**src/rtl/l2_rd_sched.sv**
```systemverilog
// Per-channel L2 read scheduler: round-robin over stream requests, per-stream
// line pointers, credit-limited URAM read issue with a registered address slot.
module l2_rd_sched #(
   parameter int unsigned nstrms          = 64,
   parameter int unsigned channels        = 4,
   parameter int unsigned channels_width  = $clog2(channels),
   parameter int unsigned l2_nstrms       = 16,
   parameter int unsigned l2_nstrms_width = $clog2(l2_nstrms),
   parameter int unsigned l2_ncl          = 256,
   parameter int unsigned l2_ncl_width    = $clog2(l2_ncl),
   parameter int unsigned max_out         = 4,
   parameter int unsigned cred_width      = $clog2(max_out + 1)
) (
   input  logic                                 clk,
   input  logic                                 reset,
   input  logic [nstrms-1:0]                    i_rst_v,
   input  logic [nstrms-1:0]                    i_req_v,
   output logic [nstrms-1:0]                    i_req_r,
   output logic [channels-1:0]                  o_addr_v,
   input  logic [channels-1:0]                  o_addr_r,
   output logic [channels*l2_nstrms_width-1:0]  o_addr_sid,
   output logic [channels*l2_ncl_width-1:0]     o_addr_ptr,
   input  logic [channels-1:0]                  i_cmp_v,
   output logic [channels*cred_width-1:0]       o_cred,
   output logic [channels-1:0]                  o_err
);

   if (nstrms != channels * l2_nstrms || channels_width != $clog2(channels)) begin : g_bad_cfg
      $error("l2_rd_sched: inconsistent stream/channel parameters");
   end

   for (genvar ch = 0; ch < channels; ch++) begin : g_ch
      logic [l2_nstrms-1:0]       elig_c;
      logic [l2_nstrms-1:0]       req_r_c;
      logic [l2_nstrms_width-1:0] last_q;
      logic [l2_nstrms_width-1:0] win_c;
      logic                       found_c;
      logic                       slot_free_c;
      logic                       grant_c;
      logic [cred_width-1:0]      cred_q;
      logic                       err_q;
      logic                       v_q;
      logic [l2_nstrms_width-1:0] sid_q;
      logic [l2_ncl_width-1:0]    aptr_q;
      logic [l2_ncl_width-1:0]    ptr_q [l2_nstrms];

      // A stream held in pointer reset cannot be granted that cycle.
      assign elig_c = i_req_v[ch*l2_nstrms +: l2_nstrms] & ~i_rst_v[ch*l2_nstrms +: l2_nstrms];

      // Round-robin search starting just after the last granted stream.
      always_comb begin
         found_c = 1'b0;
         win_c   = '0;
         for (int unsigned k = 1; k <= l2_nstrms; k++) begin
            int unsigned idx;
            idx = (32'(last_q) + k) % l2_nstrms;
            if (!found_c && elig_c[l2_nstrms_width'(idx)]) begin
               found_c = 1'b1;
               win_c   = l2_nstrms_width'(idx);
            end
         end
      end

      assign slot_free_c = !v_q || o_addr_r[ch];
      assign grant_c     = slot_free_c && (cred_q != '0) && found_c;

      always_comb begin
         req_r_c = '0;
         if (grant_c) req_r_c[win_c] = 1'b1;
      end

      assign i_req_r[ch*l2_nstrms +: l2_nstrms] = req_r_c;

      // Address slot, arbitration history, credits and overflow flag.
      always_ff @(posedge clk) begin
         if (reset) begin
            v_q    <= 1'b0;
            sid_q  <= '0;
            aptr_q <= '0;
            last_q <= l2_nstrms_width'(l2_nstrms - 1);
            cred_q <= cred_width'(max_out);
            err_q  <= 1'b0;
         end else begin
            if (grant_c) begin
               v_q    <= 1'b1;
               sid_q  <= win_c;
               aptr_q <= ptr_q[win_c];
               last_q <= win_c;
            end else if (v_q && o_addr_r[ch]) begin
               v_q <= 1'b0;
            end
            if (grant_c && !i_cmp_v[ch]) begin
               cred_q <= cred_q - cred_width'(1);
            end else if (!grant_c && i_cmp_v[ch]) begin
               if (cred_q == cred_width'(max_out)) err_q <= 1'b1;
               else                                cred_q <= cred_q + cred_width'(1);
            end
         end
      end

      // Per-stream line pointers; reset and increment are mutually exclusive.
      always_ff @(posedge clk) begin
         if (reset) begin
            for (int s = 0; s < int'(l2_nstrms); s++) ptr_q[s] <= '0;
         end else begin
            for (int s = 0; s < int'(l2_nstrms); s++) begin
               if (i_rst_v[ch*l2_nstrms + s])
                  ptr_q[s] <= '0;
               else if (grant_c && win_c == l2_nstrms_width'(s))
                  ptr_q[s] <= ptr_q[s] + l2_ncl_width'(1);
            end
         end
      end

      assign o_addr_v[ch]                                   = v_q;
      assign o_addr_sid[ch*l2_nstrms_width +: l2_nstrms_width] = sid_q;
      assign o_addr_ptr[ch*l2_ncl_width +: l2_ncl_width]    = aptr_q;
      assign o_cred[ch*cred_width +: cred_width]            = cred_q;
      assign o_err[ch]                                      = err_q;
   end

endmodule

```
**config.mk**
```make
export PLATFORM = sky130hd
export DESIGN_NAME = l2_rd_sched
export DESIGN_NICKNAME = d
export VERILOG_FILES = /design/src/rtl/l2_rd_sched.sv
export SDC_FILE = /design/constraint.sdc
export NUM_CORES = 2
export LEC_CHECK = 0
export ABC_AREA = 1
export CAP_MARGIN = 20
export CORE_MARGIN = 2
export CORE_UTILIZATION = 23
export DETAILED_ROUTE_END_ITERATION = 8
export PLACE_DENSITY_LB_ADDON = 0.12
export REMOVE_ABC_BUFFERS = 1
export SYNTH_ARGS = -nofsm -noshare
export SYNTH_HDL_FRONTEND = slang
export SYNTH_SLANG_ARGS = --single-unit
```
**constraint.sdc**
```tcl
create_clock -name clk -period 11.1 [get_ports clk]
set_input_delay 1.665 -clock clk [delete_from_list [all_inputs] [get_ports clk]]
set_output_delay 1.665 -clock clk [all_outputs]
set_load 0.05 [all_outputs]
```
==> flow_summary.toml <==
[floorplanning]
row_count = 159
die_outline_area_um2 = 193200
floorplan.die.width_um = 439.5
placeableCoreArea_um2 = 188200
die_height_um = 439.5
ioPinCount = 270
floorplan.initialDensity_pct = 23.18

[synth]
post_synth_num_cell_types = 59
synth_common_cells = "nand2_1, nand3_1, nor2_1"
netlist.top_cell.by_area = "edfxtp_1"
synth_enable_flop_cells = 512
ys_async_sr_fraction_pct = 0
syn_area_um2 = 43630
synth.top_cell.area_share_pct = 35.24
ys_seq_area_share_pct = 39.10
cell_with_the_most_instances_after_synthesis = "nand2_1"
synth_flop_cell = "edfxtp_1"
synth_top_cells_by_area = "edfxtp_1, nand3_1, nand2_1, nor2_1, inv_1"
synth_warn = 0
synthesis.instances = 5844
syn_avg_cell_area_um2 = 7.465
ys_seq_elements = 596

[sta]
grt_setup_unrepaired = "no"
fin_crit_ns = 9.210
totalNegativeSetupSlack_ns = 0
fmax_mhz = 108.6
relative_slew_slack_pct = 40.45
min_period_over_period_pct = 82.97
worst_pin_slew_ns = 0.8920
hold_violation_count_in_the_final_report = 0
timing.final.setup_violations = 0
timing.final.max_slew_violations = 0
clock_skew_ns = 0.04091

[setup_path]
worstSetupEndpoint = "i_req_r[53]"
critical_path.n_buffers_inverters = 6
timing.critical_path.max_delay_family = "buffers and inverters"
start_kind = "register"
critical_path.most_common_cell = "inv_1"
critPathKind = "register to output pin"
setup.worst_path.start = "g_ch[3].last_q[1]$_SDFFE_PP1P_"
crit_arrival_ns = 7.54
critical_path_depth = 23
timing.rr.end = "g_ch[3].ptr_q[13][1]$_SDFFCE_PP0P_"
worstReg2RegStart = "g_ch[3].last_q[1]$_SDFFE_PP1P_"
cp_slowest_stage_delay_ns = 0.85
timing.critical_path.required_ns = 9.44
crit_path_max_fanout = 39
critPathCaptureType = "output pin"
worst_path_max_delay_cell = "dfxtp_1"
r2r_slack_ns = 3.69
path_cells = "inv_1 -> ha_1 -> inv_1 -> nand3_1 -> nand3_1 -> nand3_1 -> nand2_2 -> nand2_1 -> nor2_2 -> nand4_1 -> nor2_1 -> nand4_1 -> nor2_2 -> nand4_1 -> nand2_1 -> inv_1 -> nand3_2 -> buf_4 -> nand2_2 -> inv_1 -> nand2_1 -> nor2_2 -> clkdlybuf4s50_1"
reg2reg_depth = 24

[placed_design]
portBuffers = 269
gp_congestion = 0.8671
place.detailed.hpwl_um = 120100

[status]
run_status = "completed"

[clock_network]
clock_sinks = 596
htree_num_levels = 3
clock_tree.root_cell = "clkbuf_16"
clk_transition_reported_paths_ns = 0.06
clock_tree.buffer_depth = 3
tritoncts = "built"
cts_buffers = 86
worstSkewPairLatency_ns = 0.70
cts-resized-gates = 0
cts.repair_timing.setup_buffer_count = 0
ctsHoldBuffers = 0

[routing]
detailedRoute.firstIterationViolations = 2521
drt-vias-per-instance = 4.541
routedWlPerCell_um = 18.25
post-route-drc-count = 0
drt_total_wl_um = 157300
drt_first_pass_iters = 5
dr_total_vias = 39142
route.antenna.remaining_nets = 0

[global_routing]
grt_first_pass_wirelength_um = 238800
grt_start_max_net_pins = 93
via_count_of_the_first_global_routing_pass = 38983
global_route.usage.total_pct = 15.96
antenna_violations_before_repair = 0
gr-total-overflow = 0

[flow_run]
max_cap_viol_count = 0

[finish]
post_route_cells_drive_above_1_share_pct = 8.279
fillerInstances = 20808
final_net_count = 6297
finalCoreUtilization_pct = 27.35
syn_to_final_growth_pct = 17.99

[hold_path]
worst_min_delay_path_category = "register to register"
==> how the worst min path moves through the flow <==
stage	from	to	slack, ns	cells past startpoint
CTS	g_ch[3].err_q$_SDFFE_PP0P_	g_ch[3].err_q$_SDFFE_PP0P_	0.46	2
finish	g_ch[2].err_q$_SDFFE_PP0P_	g_ch[2].err_q$_SDFFE_PP0P_	0.45	2
global route	g_ch[3].err_q$_SDFFE_PP0P_	g_ch[3].err_q$_SDFFE_PP0P_	0.47	2
floorplan	g_ch[0].ptr_q[15][0]$_SDFFCE_PP0P_	g_ch[0].ptr_q[15][0]$_SDFFCE_PP0P_	0.56	1
detailed placement	g_ch[2].err_q$_SDFFE_PP0P_	g_ch[2].err_q$_SDFFE_PP0P_	0.45	2
global placement	g_ch[2].err_q$_SDFFE_PP0P_	g_ch[2].err_q$_SDFFE_PP0P_	0.45	2
==> metrics by stage <==
stage,hold slack (ns),cells,setup slack (ns),area (um^2)
3_3_place_gp,0.4454,8462,2.675,48760
3_5_place_dp,0.4468,8462,2.667,48760
2_1_floorplan,0.5618,5659,2.017,42620
4_1_cts,0.4554,8619,1.875,51470
5_1_grt,0.4712,8619,1.323,51470
6_report,0.4476,8620,1.890,51470
==> layout make-up <==
type,instances,area [um^2],area share [%]
timing repair buffer,308,2980,5.790
sequential,596,17060,33.14
tap,2495,3122,6.065
clock buffer,113,2325,4.516
multi-input combinational,4283,22640,43.99
inverter,780,2958,5.746
antenna,1,2.502,0.004861
clock inverter,44,389.1,0.7560
==> metal layers <==
layer	share of wire [%]	GRT usage [%]	vias up
met3	3.6	1.864	194
met1	43	19.65	18396
li1	-	-	19789
met5	0	0	-
met2	50	28.60	763
met4	3.1	5.402	0
==> kinds of logic (layout without fill, tap and decap cells) <==
kind of cell | after synthesis | count (layout) | synth area share [%]
buf+inv | 965 | 1245 | 9.077
fa+ha+maj | 104 | 104 | 3.052
simple gates | 3639 | 3639 | 39.79
xor+xnor | 227 | 227 | 4.919
other cells | 0 | 1 | 0
compound gates | 313 | 313 | 4.070
flops | 596 | 596 | 39.10
==> registers in the layout, indices dropped and copies added, names as in the netlist <==
| signal | flops |
|---|---|
| g_ch.ptr_q | 512 |
| g_ch.aptr_q | 32 |
| g_ch.last_q | 16 |
| g_ch.sid_q | 16 |
| g_ch.cred_q | 12 |
| g_ch.err_q | 4 |
| g_ch.v_q | 4 |
==> tightest hold or removal path, stage by stage (launching register included) <==
cell	delay (ns)
dfxtp_1	0.31
inv_1	0.04
a21oi_1	0.05
==> cells in the final DEF (no fill, tap or decap), types with 6 or more instances in the layout <==
cell type / synthesis / routed
nand4_2: 13 / 13
nor3_2: 6 / 6
clkinv_1: 2 / 16
nor3_1: 102 / 102
buf_4: 37 / 39
nand3b_1: 47 / 47
inv_4: 9 / 9
clkbuf_16: 0 / 87
nand2_4: 8 / 8
o21ai_0: 97 / 97
edfxtp_1: 512 / 512
a21oi_1: 117 / 117
nor3b_1: 68 / 68
xor2_1: 199 / 199
o31ai_1: 11 / 11
o21ai_1: 22 / 22
xnor2_1: 19 / 19
clkdlybuf4s50_1: 0 / 268
ha_1: 100 / 100
nand2_2: 78 / 80
nor2_2: 53 / 55
inv_1: 730 / 730
o21ai_2: 6 / 6
clkinv_2: 0 / 16
nor2_1: 778 / 775
nor2_4: 51 / 52
nand3_1: 1001 / 998
nand4_1: 152 / 152
inv_2: 39 / 38
dfxtp_1: 84 / 84
bufinv_16: 0 / 6
o211ai_1: 45 / 45
nor3b_2: 31 / 31
clkbuf_1: 48 / 21
nand2_1: 1214 / 1212
nand3_2: 15 / 18
Power is left out: the tool's default activity adds up to more than one toggle a clock period on the data nets, which glitch-free logic cannot reach.
